<file path="src/rtl/ram_sp_burst_master_pkg.sv">
// Shared types for the single-port RAM burst master: FSM states, command bundle
// and the address-window check used when RAM_BURST_BOUND_CHK_EN is defined.
package ram_burst_pkg;

    localparam int BURST_DATA_W    = 8;
    localparam int BURST_ADDR_W    = 8;
    localparam int BURST_LEN_W     = BURST_ADDR_W;
    localparam int BURST_RAM_DEPTH = 1 << BURST_ADDR_W;

    typedef enum logic [1:0] {IDLE, WRITE, READ, DRAIN} burst_state_t;

    typedef struct packed {
        logic                    write;
        logic [BURST_ADDR_W-1:0] addr;
        logic [BURST_LEN_W-1:0]  len;
    } burst_cmd_t;

    // One extra bit so a burst running past the top of the RAM is visible instead of wrapping.
    function automatic logic burst_out_of_bounds(input logic [BURST_ADDR_W-1:0] addr,
                                                 input logic [BURST_LEN_W-1:0]  len);
        logic [BURST_LEN_W:0] last_addr;
        last_addr = (BURST_LEN_W+1)'(addr) + (BURST_LEN_W+1)'(len);
        return last_addr > (BURST_LEN_W+1)'(BURST_RAM_DEPTH - 1);
    endfunction

endpackage

</file>
<file path="src/rtl/ram_sp_burst_master_if.sv">
// Command, write-stream, read-stream, status and RAM-side signals of the burst master.
// The master modport is the burst engine's view; slave is the surrounding system and RAM.
interface ram_sp_burst_master_if #(
    parameter int DATA_WIDTH = 8,
    parameter int ADDR_WIDTH = 8,
    parameter int LEN_WIDTH  = 8
);
    logic                  cmd_valid;
    logic                  cmd_ready;
    logic                  cmd_write;
    logic [ADDR_WIDTH-1:0] cmd_addr;
    logic [LEN_WIDTH-1:0]  cmd_len;
    logic                  wr_valid;
    logic                  wr_ready;
    logic [DATA_WIDTH-1:0] wr_data;
    logic                  rd_valid;
    logic                  rd_ready;
    logic [DATA_WIDTH-1:0] rd_data;
    logic                  done;
    logic                  err;
    logic                  busy;
    logic [ADDR_WIDTH-1:0] ram_address;
    logic [DATA_WIDTH-1:0] ram_data_in;
    logic                  ram_write_en;
    logic                  ram_chip_sel;
    logic [DATA_WIDTH-1:0] ram_data_out;

    modport master (
        input  cmd_valid, cmd_write, cmd_addr, cmd_len, wr_valid, wr_data, rd_ready, ram_data_out,
        output cmd_ready, wr_ready, rd_valid, rd_data, done, err, busy,
               ram_address, ram_data_in, ram_write_en, ram_chip_sel
    );

    modport slave (
        output cmd_valid, cmd_write, cmd_addr, cmd_len, wr_valid, wr_data, rd_ready, ram_data_out,
        input  cmd_ready, wr_ready, rd_valid, rd_data, done, err, busy,
               ram_address, ram_data_in, ram_write_en, ram_chip_sel
    );
endinterface

</file>
<file path="src/rtl/ram_sp_burst_master_addr_gen.sv">
// Burst address / remaining-beat counters. load seeds them from a command, step advances
// one beat (address wraps naturally), last flags the final beat of the burst.
module ram_burst_addr_gen #(
    parameter int ADDR_WIDTH = 8,
    parameter int LEN_WIDTH  = 8
) (
    input  logic                  clk,
    input  logic                  rst,
    input  logic                  load,
    input  logic [ADDR_WIDTH-1:0] load_addr,
    input  logic [LEN_WIDTH-1:0]  load_len,
    input  logic                  step,
    output logic [ADDR_WIDTH-1:0] cur_addr,
    output logic                  last
);
    logic [ADDR_WIDTH-1:0] cur_addr_q, cur_addr_d;
    logic [LEN_WIDTH-1:0]  rem_q, rem_d;

    always_comb begin
        cur_addr_d = cur_addr_q;
        rem_d      = rem_q;
        if (load) begin
            cur_addr_d = load_addr;
            rem_d      = load_len;
        end else if (step) begin
            cur_addr_d = cur_addr_q + 1'b1;
            rem_d      = rem_q - 1'b1;
        end
    end

    always_ff @(posedge clk) begin
        if (rst) begin
            cur_addr_q <= '0;
            rem_q      <= '0;
        end else begin
            cur_addr_q <= cur_addr_d;
            rem_q      <= rem_d;
        end
    end

    assign cur_addr = cur_addr_q;
    assign last     = (rem_q == '0);
endmodule

</file>
<file path="src/rtl/ram_sp_burst_master.sv">
// Burst initiator for a single-port synchronous RAM: streams write data into, or read data out of,
// consecutive words at full rate. Define RAM_BURST_BOUND_CHK_EN to reject bursts past the last word.
module ram_sp_burst_master
    import ram_burst_pkg::*;
#(
    parameter int DATA_WIDTH = BURST_DATA_W,
    parameter int ADDR_WIDTH = BURST_ADDR_W,
    parameter int LEN_WIDTH  = BURST_LEN_W
) (
    input logic                   clk,
    input logic                   rst,
    ram_sp_burst_master_if.master bus
);
    burst_state_t          state_q, state_d;
    logic                  rd_valid_q, rd_valid_d;
    logic                  done_q, done_d;
    logic [ADDR_WIDTH-1:0] addr_hold_q, addr_hold_d;
    logic [DATA_WIDTH-1:0] data_hold_q, data_hold_d;
    logic                  load, step, last;
    logic [ADDR_WIDTH-1:0] cur_addr;
    logic                  chip_sel, write_en, wr_ready;
    logic [ADDR_WIDTH-1:0] ram_address;
    logic [DATA_WIDTH-1:0] ram_data_in;
    burst_cmd_t            cmd;
    logic                  reject;

    assign cmd = '{write: bus.cmd_write, addr: bus.cmd_addr, len: bus.cmd_len};

`ifdef RAM_BURST_BOUND_CHK_EN
    logic err_q, err_d;
    assign reject  = burst_out_of_bounds(cmd.addr, cmd.len);
    assign bus.err = err_q;
`else
    assign reject  = 1'b0;
    assign bus.err = 1'b0;
`endif

    ram_burst_addr_gen #(
        .ADDR_WIDTH(ADDR_WIDTH),
        .LEN_WIDTH (LEN_WIDTH)
    ) u_addr_gen (
        .clk      (clk),
        .rst      (rst),
        .load     (load),
        .load_addr(cmd.addr),
        .load_len (cmd.len),
        .step     (step),
        .cur_addr (cur_addr),
        .last     (last)
    );

    // A read is only issued when the presented word is free to be replaced, so the RAM's
    // data_out (and therefore rd_data) holds under backpressure without an extra buffer.
    always_comb begin
        state_d     = state_q;
        rd_valid_d  = rd_valid_q;
        done_d      = 1'b0;
        load        = 1'b0;
        step        = 1'b0;
        chip_sel    = 1'b0;
        write_en    = 1'b0;
        wr_ready    = 1'b0;
        ram_address = addr_hold_q;
        ram_data_in = data_hold_q;
`ifdef RAM_BURST_BOUND_CHK_EN
        err_d       = 1'b0;
`endif
        case (state_q)
            IDLE: begin
                if (bus.cmd_valid) begin
                    if (reject) begin
                        done_d = 1'b1;
`ifdef RAM_BURST_BOUND_CHK_EN
                        err_d  = 1'b1;
`endif
                    end else begin
                        load    = 1'b1;
                        state_d = cmd.write ? WRITE : READ;
                    end
                end
            end
            WRITE: begin
                wr_ready = 1'b1;
                if (bus.wr_valid) begin
                    chip_sel    = 1'b1;
                    write_en    = 1'b1;
                    ram_address = cur_addr;
                    ram_data_in = bus.wr_data;
                    step        = 1'b1;
                    if (last) begin
                        state_d = IDLE;
                        done_d  = 1'b1;
                    end
                end
            end
            READ: begin
                if (bus.rd_ready) begin
                    rd_valid_d = 1'b0;
                end
                if (!rd_valid_q || bus.rd_ready) begin
                    chip_sel    = 1'b1;
                    ram_address = cur_addr;
                    step        = 1'b1;
                    rd_valid_d  = 1'b1;
                    if (last) begin
                        state_d = DRAIN;
                    end
                end
            end
            DRAIN: begin
                if (rd_valid_q && bus.rd_ready) begin
                    rd_valid_d = 1'b0;
                    state_d    = IDLE;
                    done_d     = 1'b1;
                end
            end
            default: state_d = IDLE;
        endcase
        // Reset aborts immediately: no RAM access even in the cycle reset is sampled.
        if (rst) begin
            chip_sel    = 1'b0;
            write_en    = 1'b0;
            ram_address = addr_hold_q;
            ram_data_in = data_hold_q;
        end
        addr_hold_d = ram_address;
        data_hold_d = ram_data_in;
    end

    always_ff @(posedge clk) begin
        if (rst) begin
            state_q     <= IDLE;
            rd_valid_q  <= 1'b0;
            done_q      <= 1'b0;
            addr_hold_q <= '0;
            data_hold_q <= '0;
`ifdef RAM_BURST_BOUND_CHK_EN
            err_q       <= 1'b0;
`endif
        end else begin
            state_q     <= state_d;
            rd_valid_q  <= rd_valid_d;
            done_q      <= done_d;
            addr_hold_q <= addr_hold_d;
            data_hold_q <= data_hold_d;
`ifdef RAM_BURST_BOUND_CHK_EN
            err_q       <= err_d;
`endif
        end
    end

    assign bus.cmd_ready    = (state_q == IDLE);
    assign bus.busy         = (state_q != IDLE);
    assign bus.wr_ready     = wr_ready;
    assign bus.rd_valid     = rd_valid_q;
    assign bus.rd_data      = bus.ram_data_out;
    assign bus.done         = done_q;
    assign bus.ram_address  = ram_address;
    assign bus.ram_data_in  = ram_data_in;
    assign bus.ram_write_en = write_en;
    assign bus.ram_chip_sel = chip_sel;
endmodule

</file>
<file path="src/flat_wrapper.sv">
// flat-port wrapper written by rule: the top's interface ports become plain ports
module ram_sp_burst_master_flat import ram_burst_pkg::*;
#(
    parameter int DATA_WIDTH = BURST_DATA_W,
    parameter int ADDR_WIDTH = BURST_ADDR_W,
    parameter int LEN_WIDTH  = BURST_LEN_W
)
  (clk, rst, bus_cmd_valid, bus_cmd_write, bus_cmd_addr, bus_cmd_len, bus_wr_valid, bus_wr_data, bus_rd_ready, bus_ram_data_out, bus_cmd_ready, bus_wr_ready, bus_rd_valid, bus_rd_data, bus_done, bus_err, bus_busy, bus_ram_address, bus_ram_data_in, bus_ram_write_en, bus_ram_chip_sel);
  ram_sp_burst_master_if #(.DATA_WIDTH(DATA_WIDTH), .ADDR_WIDTH(ADDR_WIDTH), .LEN_WIDTH(LEN_WIDTH)) bus_i ();
  input logic clk;
  input logic rst;
  input wire logic [$bits(bus_i.cmd_valid)-1:0] bus_cmd_valid;
  input wire logic [$bits(bus_i.cmd_write)-1:0] bus_cmd_write;
  input wire logic [$bits(bus_i.cmd_addr)-1:0] bus_cmd_addr;
  input wire logic [$bits(bus_i.cmd_len)-1:0] bus_cmd_len;
  input wire logic [$bits(bus_i.wr_valid)-1:0] bus_wr_valid;
  input wire logic [$bits(bus_i.wr_data)-1:0] bus_wr_data;
  input wire logic [$bits(bus_i.rd_ready)-1:0] bus_rd_ready;
  input wire logic [$bits(bus_i.ram_data_out)-1:0] bus_ram_data_out;
  output wire logic [$bits(bus_i.cmd_ready)-1:0] bus_cmd_ready;
  output wire logic [$bits(bus_i.wr_ready)-1:0] bus_wr_ready;
  output wire logic [$bits(bus_i.rd_valid)-1:0] bus_rd_valid;
  output wire logic [$bits(bus_i.rd_data)-1:0] bus_rd_data;
  output wire logic [$bits(bus_i.done)-1:0] bus_done;
  output wire logic [$bits(bus_i.err)-1:0] bus_err;
  output wire logic [$bits(bus_i.busy)-1:0] bus_busy;
  output wire logic [$bits(bus_i.ram_address)-1:0] bus_ram_address;
  output wire logic [$bits(bus_i.ram_data_in)-1:0] bus_ram_data_in;
  output wire logic [$bits(bus_i.ram_write_en)-1:0] bus_ram_write_en;
  output wire logic [$bits(bus_i.ram_chip_sel)-1:0] bus_ram_chip_sel;
  assign bus_i.cmd_valid = bus_cmd_valid;
  assign bus_i.cmd_write = bus_cmd_write;
  assign bus_i.cmd_addr = bus_cmd_addr;
  assign bus_i.cmd_len = bus_cmd_len;
  assign bus_i.wr_valid = bus_wr_valid;
  assign bus_i.wr_data = bus_wr_data;
  assign bus_i.rd_ready = bus_rd_ready;
  assign bus_i.ram_data_out = bus_ram_data_out;
  assign bus_cmd_ready = bus_i.cmd_ready;
  assign bus_wr_ready = bus_i.wr_ready;
  assign bus_rd_valid = bus_i.rd_valid;
  assign bus_rd_data = bus_i.rd_data;
  assign bus_done = bus_i.done;
  assign bus_err = bus_i.err;
  assign bus_busy = bus_i.busy;
  assign bus_ram_address = bus_i.ram_address;
  assign bus_ram_data_in = bus_i.ram_data_in;
  assign bus_ram_write_en = bus_i.ram_write_en;
  assign bus_ram_chip_sel = bus_i.ram_chip_sel;
  ram_sp_burst_master #(.DATA_WIDTH(DATA_WIDTH), .ADDR_WIDTH(ADDR_WIDTH), .LEN_WIDTH(LEN_WIDTH)) u_core (.clk(clk), .rst(rst), .bus(bus_i));
endmodule
</file>
<file path="config.mk">
export PLATFORM = sky130hd
export DESIGN_NAME = ram_sp_burst_master_flat
export DESIGN_NICKNAME = d
export VERILOG_FILES = /design/src/rtl/ram_sp_burst_master_pkg.sv /design/src/rtl/ram_sp_burst_master_if.sv /design/src/rtl/ram_sp_burst_master_addr_gen.sv /design/src/rtl/ram_sp_burst_master.sv /design/src/flat_wrapper.sv
export SDC_FILE = /design/constraint.sdc
export NUM_CORES = 1
export LEC_CHECK = 0
export ABC_AREA = 1
export BUFFER_PORTS_ARGS = -buffer_cell sky130_fd_sc_hd__buf_2
export CAP_MARGIN = 20
export CORE_AREA = 4 4 77 79
export CTS_BUF_LIST = sky130_fd_sc_hd__clkbuf_16
export DETAILED_ROUTE_END_ITERATION = 10
export DIE_AREA = 0 0 81 83
export PLACE_DENSITY = 0.84
export SYNTH_ARGS = -nofsm -noshare
export SYNTH_HDL_FRONTEND = slang
export SYNTH_SLANG_ARGS = --single-unit
</file>
<file path="constraint.sdc">
create_clock -name clk -period 1.7 [get_ports clk]
set_input_delay 0.085 -clock clk [delete_from_list [all_inputs] [get_ports clk]]
set_output_delay 0.085 -clock clk [all_outputs]
set_load 0.01 [all_outputs]
</file>
# Word-level counts from Yosys, hierarchy flattened
# Cells that the tools add are included.
# classes
add_sub_neg	2
multipliers	0
n_div	0
n_lt_le_gt_ge	0
n_eq_ne	10
shifts	0
mux	36
bitwise	0
reduce_logical	10
# ops
op	n
2-to-1 mux 8 bit	10
case mux 8 bit (2 select lines)	1
2-to-1 mux 1 bit	14
2-to-1 mux 2 bit	7
adder 8 x 1 -> 8 bit, second input constant	1
zero test 8 bit	1
inequality test 2 x 1 -> 1 bit, second input constant	4
case mux 2 bit (4 select lines)	1
subtractor 8 x 1 -> 8 bit, second input constant	1
case mux 1 bit (2 select lines)	3
AND reduction 6 bit	1
nonzero test 2 bit	3
equality test 2 bit, second input constant	2
inequality test 2 bit, second input constant	2
inequality test 3 x 2 -> 1 bit, second input constant	1
AND reduction 3 bit	1
equality test 2 x 1 -> 1 bit, second input constant	1
zero test 2 bit	1
logical AND 1 bit	1
zero test 1 bit	1
logical OR 1 bit	1
# word_totals
reg_bits	36
latch_bits	0
ram_bits	0
mem_bits_ro	0
inputBits	38
output_inout_bits	32
elab_cells	65
mem_count	0

# Longest topological paths before layout
# Gate-level depths: netlist (run 1).
# logic_depth
depth_word	6
mapped_depth	11
depth_no_buf	10

# Cells and area by module
# Synthesis (run 1) repeated with hierarchy kept, for this count alone.
# unflattened
hier_cells	424
area_unflattened_um2	2602.5
# modules_own_cells
module	n_inst	cells_each	area_each_um2	seq_area_each_um2
ram_sp_burst_master	1	276	1630.3	400.4
ram_burst_addr_gen	1	148	972.2	320.3

# Least setup slack after synthesis (run 1)
# No wires, ideal clock.
# synth_timing
path_type	reg-to-output
startpoint	register u_core.state_q[1]
endpoint	output bus_ram_data_in[5]
arrival_ns	1.646
required_time_ns	1.615
setup_slack_ns	-0.031
path_stages_with_launch	9
n_path_buf	2
cell_sequence	dfxtp_1 > inv_1 > ha_1 > buf_4 > nand2_4 > nor2_1 > inv_1 > buf_6 > o21ai_0
# synth_via
elab_chain_cells	3
# synth_rtl
item	line	source
start: declaration	ram_sp_burst_master.sv:14	burst_state_t state_q, state_d;
start signal: assignment	ram_sp_burst_master.sv:141	state_q <= state_d;
equality test 2 x 1 -> 1 bit	ram_sp_burst_master.sv:68	case (state_q)
2-to-1 mux 8 bit	ram_sp_burst_master.sv:68	
2-to-1 mux 8 bit	ram_sp_burst_master.sv:120	if (rst) begin
end: declaration	flat_wrapper.sv:28	output wire logic [$bits(bus_i.ram_data_in)-1:0] bus_ram_data_in;
# No other way between the ends.

# Worst setup path after layout (run 1)
# layout_timing
startpoint	register u_core.state_q[1]
endpoint	output bus_ram_address[1]
# layout_via
elab_chain_cells	3
word_cells_on_any_way	4
classes_between	eq/ne: 2; mux: 2
# layout_rtl
item	line	source
equality test 2 bit / equality test 2 x 1 -> 1 bit (equally long branches)	ram_sp_burst_master.sv:68	
case mux 8 bit (2 select lines) (*)	ram_sp_burst_master.sv:68	
2-to-1 mux 8 bit (*)	ram_sp_burst_master.sv:120	
end: declaration	flat_wrapper.sv:27	output wire logic [$bits(bus_i.ram_address)-1:0] bus_ram_address;
# Mark *: on every way between the ends. The rest lies on a longest branch, timed or not.

==> results of run 1 <==
## sequential cells by signal, indices dropped and copies added, names as in the netlist
name / flops
u_core.addr_hold_q: 8
u_core.data_hold_q: 8
u_core.u_addr_gen.cur_addr: 8
u_core.u_addr_gen.rem_q: 8
u_core.state_q: 2
u_core.bus.done: 1
u_core.bus.rd_valid: 1
## placed cells by master, fill, tap and decap left out, types with 15 or more instances in the layout
cell type | synthesis | final
nand2_1 | 148 | 145
buf_2 | 7 | 52
inv_1 | 41 | 35
o21ai_0 | 38 | 35
dfxtp_1 | 36 | 33
nor2_1 | 33 | 31
a21oi_1 | 25 | 25
nand3_1 | 22 | 22
buf_4 | 11 | 18
o21ai_1 | 12 | 15
## repair_timing
item                                    CTS  global route
hold buffers                              0             0
hold endpoints to repair                  0             0
gates cloned                              0             1
resized for setup                        24            23
pin swaps                                 2            12
endpoints found under the setup margin   17            17
setup buffers                             1             5
## worst min-delay path by stage
stage / to / slack [ns] / cells past startpoint
2_1_floorplan: u_core.addr_hold_q[0] / 0.15 / 1
3_3_place_gp: bus_rd_data[5] / 0.17 / 0
3_5_place_dp: bus_rd_data[5] / 0.17 / 0
4_1_cts: u_core.addr_hold_q[3] / 0.08 / 2
5_1_grt: u_core.addr_hold_q[3] / 0.09 / 2
6_report: u_core.u_addr_gen.rem_q[0] / 0.09 / 3
## per-layer routing
layer / track usage / vias up
met1: 0.2574 / 1209
met5: 0 / -
met3: 0.03471 / 14
met4: 0.07066 / 0
met2: 0.3435 / 94
li1: - / 1449
## per-stage QoR
step / power [mW] / hold WS [ns] / TNS [ns] / cell area, µm²
6_report: 5.521 / 0.08540 / -0.003108 / 3192
5_1_grt: 5.983 / 0.09331 / -0.6018 / 3192
4_1_cts: 5.246 / 0.07676 / -0.03413 / 3078
3_5_place_dp: 4.146 / 0.1701 / 0 / 2846
3_3_place_gp: 4.061 / 0.1701 / 0 / 2846
2_1_floorplan: 3.390 / 0.1541 / -0.09232 / 2562
## final cells by class
type	instances	share of cell area
clock buffers	5	0.03920
clock inverters	2	0.002352
inverters	45	0.06037
multi-input cells	319	0.5159
flip-flops and latches	36	0.2285
well taps	72	0.02822
repair buffers	70	0.1239
repair inverters	1	0.001568
## logic make-up after synthesis
group / after synthesis
AND/OR/NAND/NOR: 222
adder cells (fa/ha/maj): 8
XOR/XNOR: 3
other: 1
AO/OA/AOI/OAI: 84
flip-flops: 36
multiplexers: 1
buffers and inverters: 71
## tightest hold or removal path: stages
cell	delay [ns]
buf_2	0.07
o21ai_0	0.07
a21oi_1	0.10
## power by group through the flow
stage	clock network (mW)	logic, mW	registers (mW)
after floorplan	0	2.09	1.30
after global placement	0	2.71	1.35
after detailed placement	0	2.78	1.37
after CTS	0.870	2.98	1.39
after global routing	0.912	3.61	1.46
final	0.863	3.25	1.41
==> metrics, run 1 <==
multiplexer area fraction after synthesis=0.003906; cell row count=27; Skew-Pair Late Insertion Delay=~0.28 ns; ANT cells=0; Setup Slack @ Placement=~0.017 ns; CP Cell Sequence=inv_4 -> ha_4 -> nand2_4 -> nand2_4 -> nand2_8 -> inv_8 -> nand2_8 -> inv_4 -> nand2_2 -> o21ai_1 -> buf_2; CP Data Arrival Time=1.62 ns; Total GRT Usage=0.2038; critical path's top delay family=simple AND/OR/NAND/NOR gates; port bufs=52; drt via density=between 5 and 6; htree depth=2; fin crit share=1.002; Synth cell types=29; Synth-to-Final Area Change=24.56%; Met3 Wirelength=454 µm; worst setup path start=u_core.state_q[1]; average size of a mapped cell=roughly 6 µm²; critical path's largest stage delay=0.37 ns; met2 wire length=between 3000 and 4000 µm; root buffer cell=clkbuf_16; maximum clock path buffer count=2; fin cells=550; P_sw=around 2.6 mW; DRT met1 WL=between 3000 and 4000 µm; failing checks=negative setup slack; post-synthesis cell count=426; TritonCTS clock tree=built; post-route DRC violation count=0; Max Fclk=587.3 MHz; Total Wirelength=6984 µm; Synth area leader=dfxtp_1; largest net degree at the start of global routing=20; reg2reg end=u_core.u_addr_gen.rem_q[7]; internal power component=2.871 mW; first-pass GRT wire length=~11000 µm; top routing layer used=met4; grt total ovfl=0; Final Wtd Congestion=0.8674; most numerous cell in the Yosys netlist=nand2_1; final core occ=0.5980; number of max-cap violations=0; sequential share of power=0.256; Clk pin slew, worst setup/hold paths=0.05 ns; setup slack, reg-to-reg=~0.070 ns; CP Capture Type=output pin; initial antenna violation count=0; Power Density=1730 nW/µm²; clock tree sinks=36; Synth async-reset ratio=0; Syn Nets=472; number of synthesized flops with an enable pin=0; CP Depth=11; DRT iter0 DRCs=181; adder and majority gate portion of the synthesized area=0.03906; register area=between 700 and 800 µm²; die height=83 µm; Fin Clk Skew=0.004333 ns; largest family of logic cells by synthesized area=simple AND/OR/NAND/NOR gates; simple-gate share of the synthesized area=0.3643; clock power share=0.156; Peak VDD IR=0.001011 V; via count of the first global-routing pass=~2.6k; share of the synthesized area in the top cell type=0.2813; Reg2Reg Launch Point=u_core.state_q[0]; fill count=520; Mapped Area=2562 µm²; routed vias=around 2.8k; layout cells sized above 1=0.2469; ANT nets after route=0; compound-cell area share of the yosys netlist=0.1694; Yosys warnings=0; clock buffers created by TritonCTS=5; hold path startpoint=bus_cmd_len[0]; Layout Nets=between 500 and 600; die width=about 81 µm; Slew Limit Fails=0; Yosys reg bits=36; Commonest cells post-synth=nand2_1, inv_1, o21ai_0; Worst Setup Slack, final=-0.002784 ns; Crit Path Max Fanout=7; initial core utilization=0.4801; Min-Delay Path Class=in2reg; Leakage=around 1.5 nW; Critical Path Sink=bus_ram_address[1]; XOR/XNOR Fraction of Synth Area=0.01025; switch share=0.4800; dpl hpwl=4860 µm; Slowest cell on crit path=dfxtp_4; Area contributors post-synth=dfxtp_1, nand2_1, o21ai_0, inv_1, a21oi_1; final hold vios=0; critical path required time=1.62 ns; io pins=70; area of the multi-input gates=~1600 µm²; sequential-to-total area share from yosys stat=0.2813; Buf+Inv Stages, Crit Path=4; run status=complete, but fails checks; ys flop type=dfxtp_1; Critical Path Source Type=flip-flop; Worst R2R Path Depth=8; final worst path period need=1.703 ns; core area=5338 µm²; CP Class=reg2out; Initial DRT Pass Iterations=4; routed len/inst=12.70 µm; dpl cells=~540; RSZ-0062 raised after global routing=yes; combinational share of power=0.588; DIE AREA=just under 7000 µm²; number of setup violations in the final report=2
No activity file was read; power rests on OpenSTA's default activity.
==> inputs of run 2 (changes only) <==
--- a/config.mk
+++ b/config.mk
@@ -13,6 +13,8 @@
 export DETAILED_ROUTE_END_ITERATION = 10
 export DIE_AREA = 0 0 81 83
 export PLACE_DENSITY = 0.84
+export SETUP_SLACK_MARGIN = 0.4
+export SLEW_MARGIN = 20
 export SYNTH_ARGS = -nofsm -noshare
 export SYNTH_HDL_FRONTEND = slang
 export SYNTH_SLANG_ARGS = --single-unit
==> metrics, run 2 (synthesis results as in run 1) <==
routed vias=3076 (+11%); io pins=70 (unchanged); CP Class=reg2out; final hold vios=0 (unchanged); grt total ovfl=0 (unchanged); worst setup path start=u_core.state_q[1]; Layout Nets=541 (+3.2%); Synth-to-Final Area Change=47.41%; post-route DRC violation count=0 (unchanged); RSZ-0062 raised after global routing=yes; Pwr Total=7.115 mW (+29%); CP Data Arrival Time=1.73 ns (+0.11 ns); largest net degree at the start of global routing=20 (unchanged); Total GRT Usage=0.2438 (+0.03993); ANT cells=0 (unchanged); via count of the first global-routing pass=2833 (+10%); fin crit share=1.068 (+0.06640); initial core utilization=0.4801 (unchanged); TritonCTS clock tree=built; core area=5338 µm² (unchanged); Max Fclk=550.8 MHz (-6.2%); Final Wtd Congestion=0.8803 (+1.5%); drt via density=5.415 (+7.7%); critical path required time=1.62 ns (about the same); Min-Delay Path Class=in2reg; ANT nets after route=0 (unchanged); failing checks=negative setup slack; DIE AREA=6723 µm² (unchanged); htree depth=2 (unchanged); clock buffers created by TritonCTS=5 (unchanged); fin cells=568 (+3.3%); hold path startpoint=bus_cmd_len[0]; Fin Clk Skew=0.007578 ns (+0.003245 ns); Reg2Reg Launch Point=u_core.state_q[1]; Slew Limit Fails=0 (unchanged); routed len/inst=15.33 µm (+21%); number of max-cap violations=0 (unchanged); initial antenna violation count=0 (unchanged); root buffer cell=clkbuf_16; Total Wirelength=8709 µm (+25%); Worst Setup Slack, final=-0.1157 ns (-0.1129 ns); Clk pin slew, worst setup/hold paths=0.06 ns (about the same); layout cells sized above 1=0.3871 (+0.1402); DRT iter0 DRCs=323 (+78%); maximum clock path buffer count=2 (unchanged); first-pass GRT wire length=13110 µm (+16%); port bufs=52 (unchanged); die width=81 µm (unchanged); setup TNS=-0.6153 ns (-0.6121 ns); Crit Path Max Fanout=7 (unchanged); Initial DRT Pass Iterations=5 (+1); Leakage=1.688 nW (+15%); Peak VDD IR=0.001094 V (+8.1%); cell row count=27 (unchanged); most common cell after layout, fill and taps aside=nand2_1; dpl hpwl=4890 µm (+0.61%); Critical Path Source Type=flip-flop; Skew-Pair Late Insertion Delay=0.29 ns (about the same); clock tree sinks=36 (unchanged); die height=83 µm (unchanged); CP Capture Type=output pin; run status=complete, but fails checks; number of setup violations in the final report=8 (+6); Power Density=1884 nW/µm² (+8.9%); final worst path period need=1.816 ns (+0.1129 ns); dpl cells=533 (-0.74%); most frequent cells in the layout=nand2_1, buf_2, inv_1, o21ai_0, dfxtp_1
[run 2: cell types whose count changed in the layout (fill, tap and decap cells not counted), moves of 9 or more]
cell     delta
nand2_1    -20
nand2_2    +16
o21ai_2    +10
buf_6      +15
nor2_1      -9
[run 2: path summary, 6_finish.rpt]
kind	end	slack, ns	cells past startpoint
setup / recovery	bus_ram_address[2]	-0.12	11
hold reg to reg	u_core.addr_hold_q[4]	0.47	2
setup reg to reg	u_core.u_addr_gen.rem_q[6]	0.04	11
hold / removal	u_core.u_addr_gen.rem_q[0]	0.08	3
[run 2: cell type report]
| class | instances | area (µm²) |
|---|---|---|
| timing repair buffer | 85 | 621.8 |
| timing repair inverter | 1 | 16.27 |
| clock inverter | 3 | 38.79 |
| fill | 409 | 1560 |
| inverter | 45 | 219.0 |
| sequential | 36 | 730.7 |
| multi-input combinational | 321 | 1936 |
| clock buffer | 5 | 125.1 |
| tap | 72 | 90.09 |
[run 2: report_power, final]
group          internal [mW]  switching, mW  total, mW
combinational           1.90           2.76       4.66
clock                  0.684          0.363       1.05
sequential              1.11          0.303       1.41
total                   3.69           3.43       7.11
[run 2: critical path, cell delays in order, from the launching register on]
cell	delay [ns]
dfxtp_4	0.35
inv_4	0.08
ha_4	0.21
nand2_4	0.10
nand2_4	0.12
nand2_4	0.07
inv_6	0.08
nand2_8	0.08
inv_6	0.08
nand2_2	0.05
o21ai_2	0.06
buf_2	0.15
[run 2: per-layer routing]
layer  track usage  wire length (µm)
met5             0                 0
met4        0.1229               349
met3       0.04664               679
met2        0.4205              4320
met1        0.2791              3359
[run 2: metrics by stage]
| step | hold slack, ns | instance area, µm² | util | setup slack [ns] |
|---|---|---|---|---|
| floorplan | 0.1541 | 2698 | - | 0.3126 |
| global placement | 0.1701 | 2933 | 0.5495 | 0.07457 |
| detailed placement | 0.1701 | 2933 | 0.5495 | 0.06024 |
| CTS | 0.08249 | 3546 | 0.6643 | -0.02637 |
| global route | 0.1187 | 3777 | 0.7077 | -0.1591 |
| finish | 0.08152 | 3777 | 0.7077 | -0.1157 |
[run 2: repair_timing]
action | CTS | global route
pin swaps | 10 | 12
cloned | 3 | 0
hold buffers | 0 | 0
buffers inserted | 21 | 3
endpoints found under the setup margin | 37 | 54
gates resized for setup | 56 | 55
==> inputs of run 3 (changes only) <==
--- a/config.mk
+++ b/config.mk
@@ -5,14 +5,13 @@
 export SDC_FILE = /design/constraint.sdc
 export NUM_CORES = 1
 export LEC_CHECK = 0
-export ABC_AREA = 1
 export BUFFER_PORTS_ARGS = -buffer_cell sky130_fd_sc_hd__buf_2
 export CAP_MARGIN = 20
-export CORE_AREA = 4 4 77 79
+export CORE_AREA = 4 4 68 70
 export CTS_BUF_LIST = sky130_fd_sc_hd__clkbuf_16
 export DETAILED_ROUTE_END_ITERATION = 10
-export DIE_AREA = 0 0 81 83
-export PLACE_DENSITY = 0.84
+export DIE_AREA = 0 0 72 74
+export PLACE_DENSITY = 0.88
 export SETUP_SLACK_MARGIN = 0.4
 export SLEW_MARGIN = 20
 export SYNTH_ARGS = -nofsm -noshare
==> metrics, run 3 <==
ys flop type=dfxtp_1; dpl cells=338 (-37%); Mapped Area=1981 µm² (-23%); core area=3971 µm² (-26%); Power Density=1761 nW/µm² (-6.5%); final worst path period need=1.960 ns (+0.1443 ns); most frequent cells in the layout=buf_2, dfxtp_1, nand2_1, nor2_1, buf_4; Initial DRT Pass Iterations=5 (unchanged); Critical Path Source Type=flip-flop; clock tree sinks=36 (unchanged); final core occ=0.7940 (+0.08626); routed vias=2360 (-23%); via count of the first global-routing pass=2190 (-23%); number of max-cap violations=0 (unchanged); Max Fclk=510.2 MHz (-7.4%); Total GRT Usage=0.2549 (+0.01115); maximum clock path buffer count=2 (unchanged); grt total ovfl=0 (unchanged); ANT cells=0 (unchanged); layout cells sized above 1=0.5423 (+0.1552); most common cell after layout, fill and taps aside=buf_2; WHS Path Cells=3 (unchanged); ANT nets after route=0 (unchanged); Synth async-reset ratio=0 (unchanged); die height=74 µm (-11%); Skew-Pair Late Insertion Delay=0.29 ns (about the same); initial core utilization=0.4987 (+0.01866); root buffer cell=clkbuf_16; Peak VDD IR=0.0009907 V (-9.4%); routing usage on met2=0.4684 (+0.04790); met3 usage=0.04189 (-0.004746); Fin Clk Skew=0.002867 ns (-0.004711 ns); Min-Delay Path Class=in2reg; worst-margin pin slew=approximately 0.62 ns; drt via density=6.396 (+18%); Area contributors post-synth=dfxtp_1, a311oi_1, nand2_1, nor2_1, ha_1; Synth cell types=39 (+34%); register area=733.2 µm² (+0.34%); Yosys warnings=0 (unchanged); number of setup violations in the final report=38 (+30); die width=72 µm (-11%); fin crit share=1.153 (+0.08485); post-synthesis cell count=238 (-44%); Commonest cells post-synth=dfxtp_1, nand2_1, nor2_1; dpl hpwl=3699 µm (-24%); Worst Setup Slack, final=-0.2599 ns (-0.1443 ns); grt met1 use=0.2942 (+0.01502); routed len/inst=21.93 µm (+43%); hold buffer count at CTS=0 (unchanged); Placement Cell Area=2420 µm² (-17%); area of the multi-input gates=1505 µm² (-22%); Clk pin slew, worst setup/hold paths=0.06 ns (about the same); DIE AREA=5328 µm² (-21%); Final Wtd Congestion=0.8042 (-8.6%); failing checks=negative setup slack; htree depth=2 (unchanged); Pwr Total=5.554 mW (-22%); largest net degree at the start of global routing=32 (+60%); post-route DRC violation count=0 (unchanged); average size of a mapped cell=8.322 µm² (+38%); Layout Nets=364 (-33%); first-pass GRT wire length=10560 µm (-19%); Syn Nets=284 (-40%); sequential-to-total area share from yosys stat=0.3639 (+0.08262); most numerous cell in the Yosys netlist=dfxtp_1; Synth-to-Final Area Change=59.19%; DRT iter0 DRCs=205 (-37%); TritonCTS clock tree=built; CP Capture Type=output pin; Worst R2R Path Depth=4 (-7); CP Data Arrival Time=1.87 ns (+0.14 ns); critical path required time=1.62 ns (about the same); final hold vios=0 (unchanged); Leakage=1.276 nW (-24%); RSZ-0062 raised after global routing=yes; number of synthesized flops with an enable pin=0 (unchanged); Yosys reg bits=36 (unchanged); GRT Max-Usage Layer=met2; initial antenna violation count=0 (unchanged); io pins=70 (unchanged); Design Area, Final=3153 µm² (-17%); run status=complete, but fails checks; clock buffers created by TritonCTS=5 (unchanged); Total Wirelength=8092 µm (-7.1%); cell row count=23 (-15%); CP Class=reg2out; fin cells=369 (-35%); share of the synthesized area in the top cell type=0.3639 (+0.08262); Slew HR=0.5835; port bufs=52 (unchanged); Synth area leader=dfxtp_1; fill count=231 (-44%); Slew Limit Fails=0 (unchanged); Crit Path Max Fanout=8 (+1)
run 3: cell types whose count changed after synthesis, moves of 10 or more:
cell,change
nand2_1,-121
inv_1,-34
o21ai_0,-27
nand3_1,-17
a21oi_1,-14
a311oi_1,+13
o21ai_1,-12
or3_1,+10
run 3: cells by family after synthesis:
group           share of synthesized area
compound gates                     0.2281
flops                              0.3639
other cells                      0.001893
buf+inv                           0.07012
fa+ha+maj                         0.05054
simple gates                       0.2262
xor+xnor                         0.008846
mux                               0.05054
run 3: where the power goes:
| group | leakage [nW] | switching (mW) | total (mW) | internal [mW] |
|---|---|---|---|---|
| registers | 0.297 | 0.263 | 1.32 | 1.06 |
| clock network | 0.0850 | 0.374 | 1.06 | 0.684 |
| logic | 0.894 | 1.66 | 3.17 | 1.51 |
run 3: timing repair:
item                                   in CTS  in global routing
gates cloned                                3                  2
gates resized for setup                    48                 38
endpoints found under the hold margin       0                  0
pin swaps                                  23                 17
setup buffers                              11                  7
setup endpoints to repair                  53                 55
run 3: routing by layer:
layer  wire length (µm)  vias up
met5                  0        -
met4                374        0
met3                725       41
met2               3901      167
met1               3091     1119
li1                   -     1033
run 3: layout make-up:
class / instances / share of cell area
timing repair buffer: 90 / 0.2083
clock inverter: 3 / 0.01230
clock buffer: 5 / 0.03968
tap: 50 / 0.01984
inverter: 7 / 0.009921
multi-input combinational: 178 / 0.4774
sequential: 36 / 0.2325
run 3: path summary, 6_finish.rpt:
path / from / endpoint / slack [ns]
min reg2reg: u_core.data_hold_q[2] / u_core.data_hold_q[2] / 0.45
max: u_core.state_q[1] / bus_ram_address[1] / -0.26
max reg2reg: u_core.u_addr_gen.rem_q[6] / u_core.u_addr_gen.rem_q[7] / -0.23
min: bus_wr_data[2] / u_core.data_hold_q[2] / 0.05
run 3: worst max-delay path, stage by stage, from the launching register on:
cell and delay, ns:
dfxtp_4 0.36, buf_6 0.12, ha_4 0.15, nand3b_1 0.18, nand3_4 0.11, or2_4 0.28, a22o_1 0.24, buf_2 0.15
run 3: per-stage QoR:
step	hold WS (ns)	TNS [ns]	setup slack [ns]
CTS	0.05696	-2.477	-0.1835
floorplan	0.2096	-0.1405	-0.04581
finish	0.04950	-5.146	-0.2599
detailed placement	0.1701	-4.183	-0.2577
global route	0.05910	-6.755	-0.2850
global placement	0.1701	-2.712	-0.1534
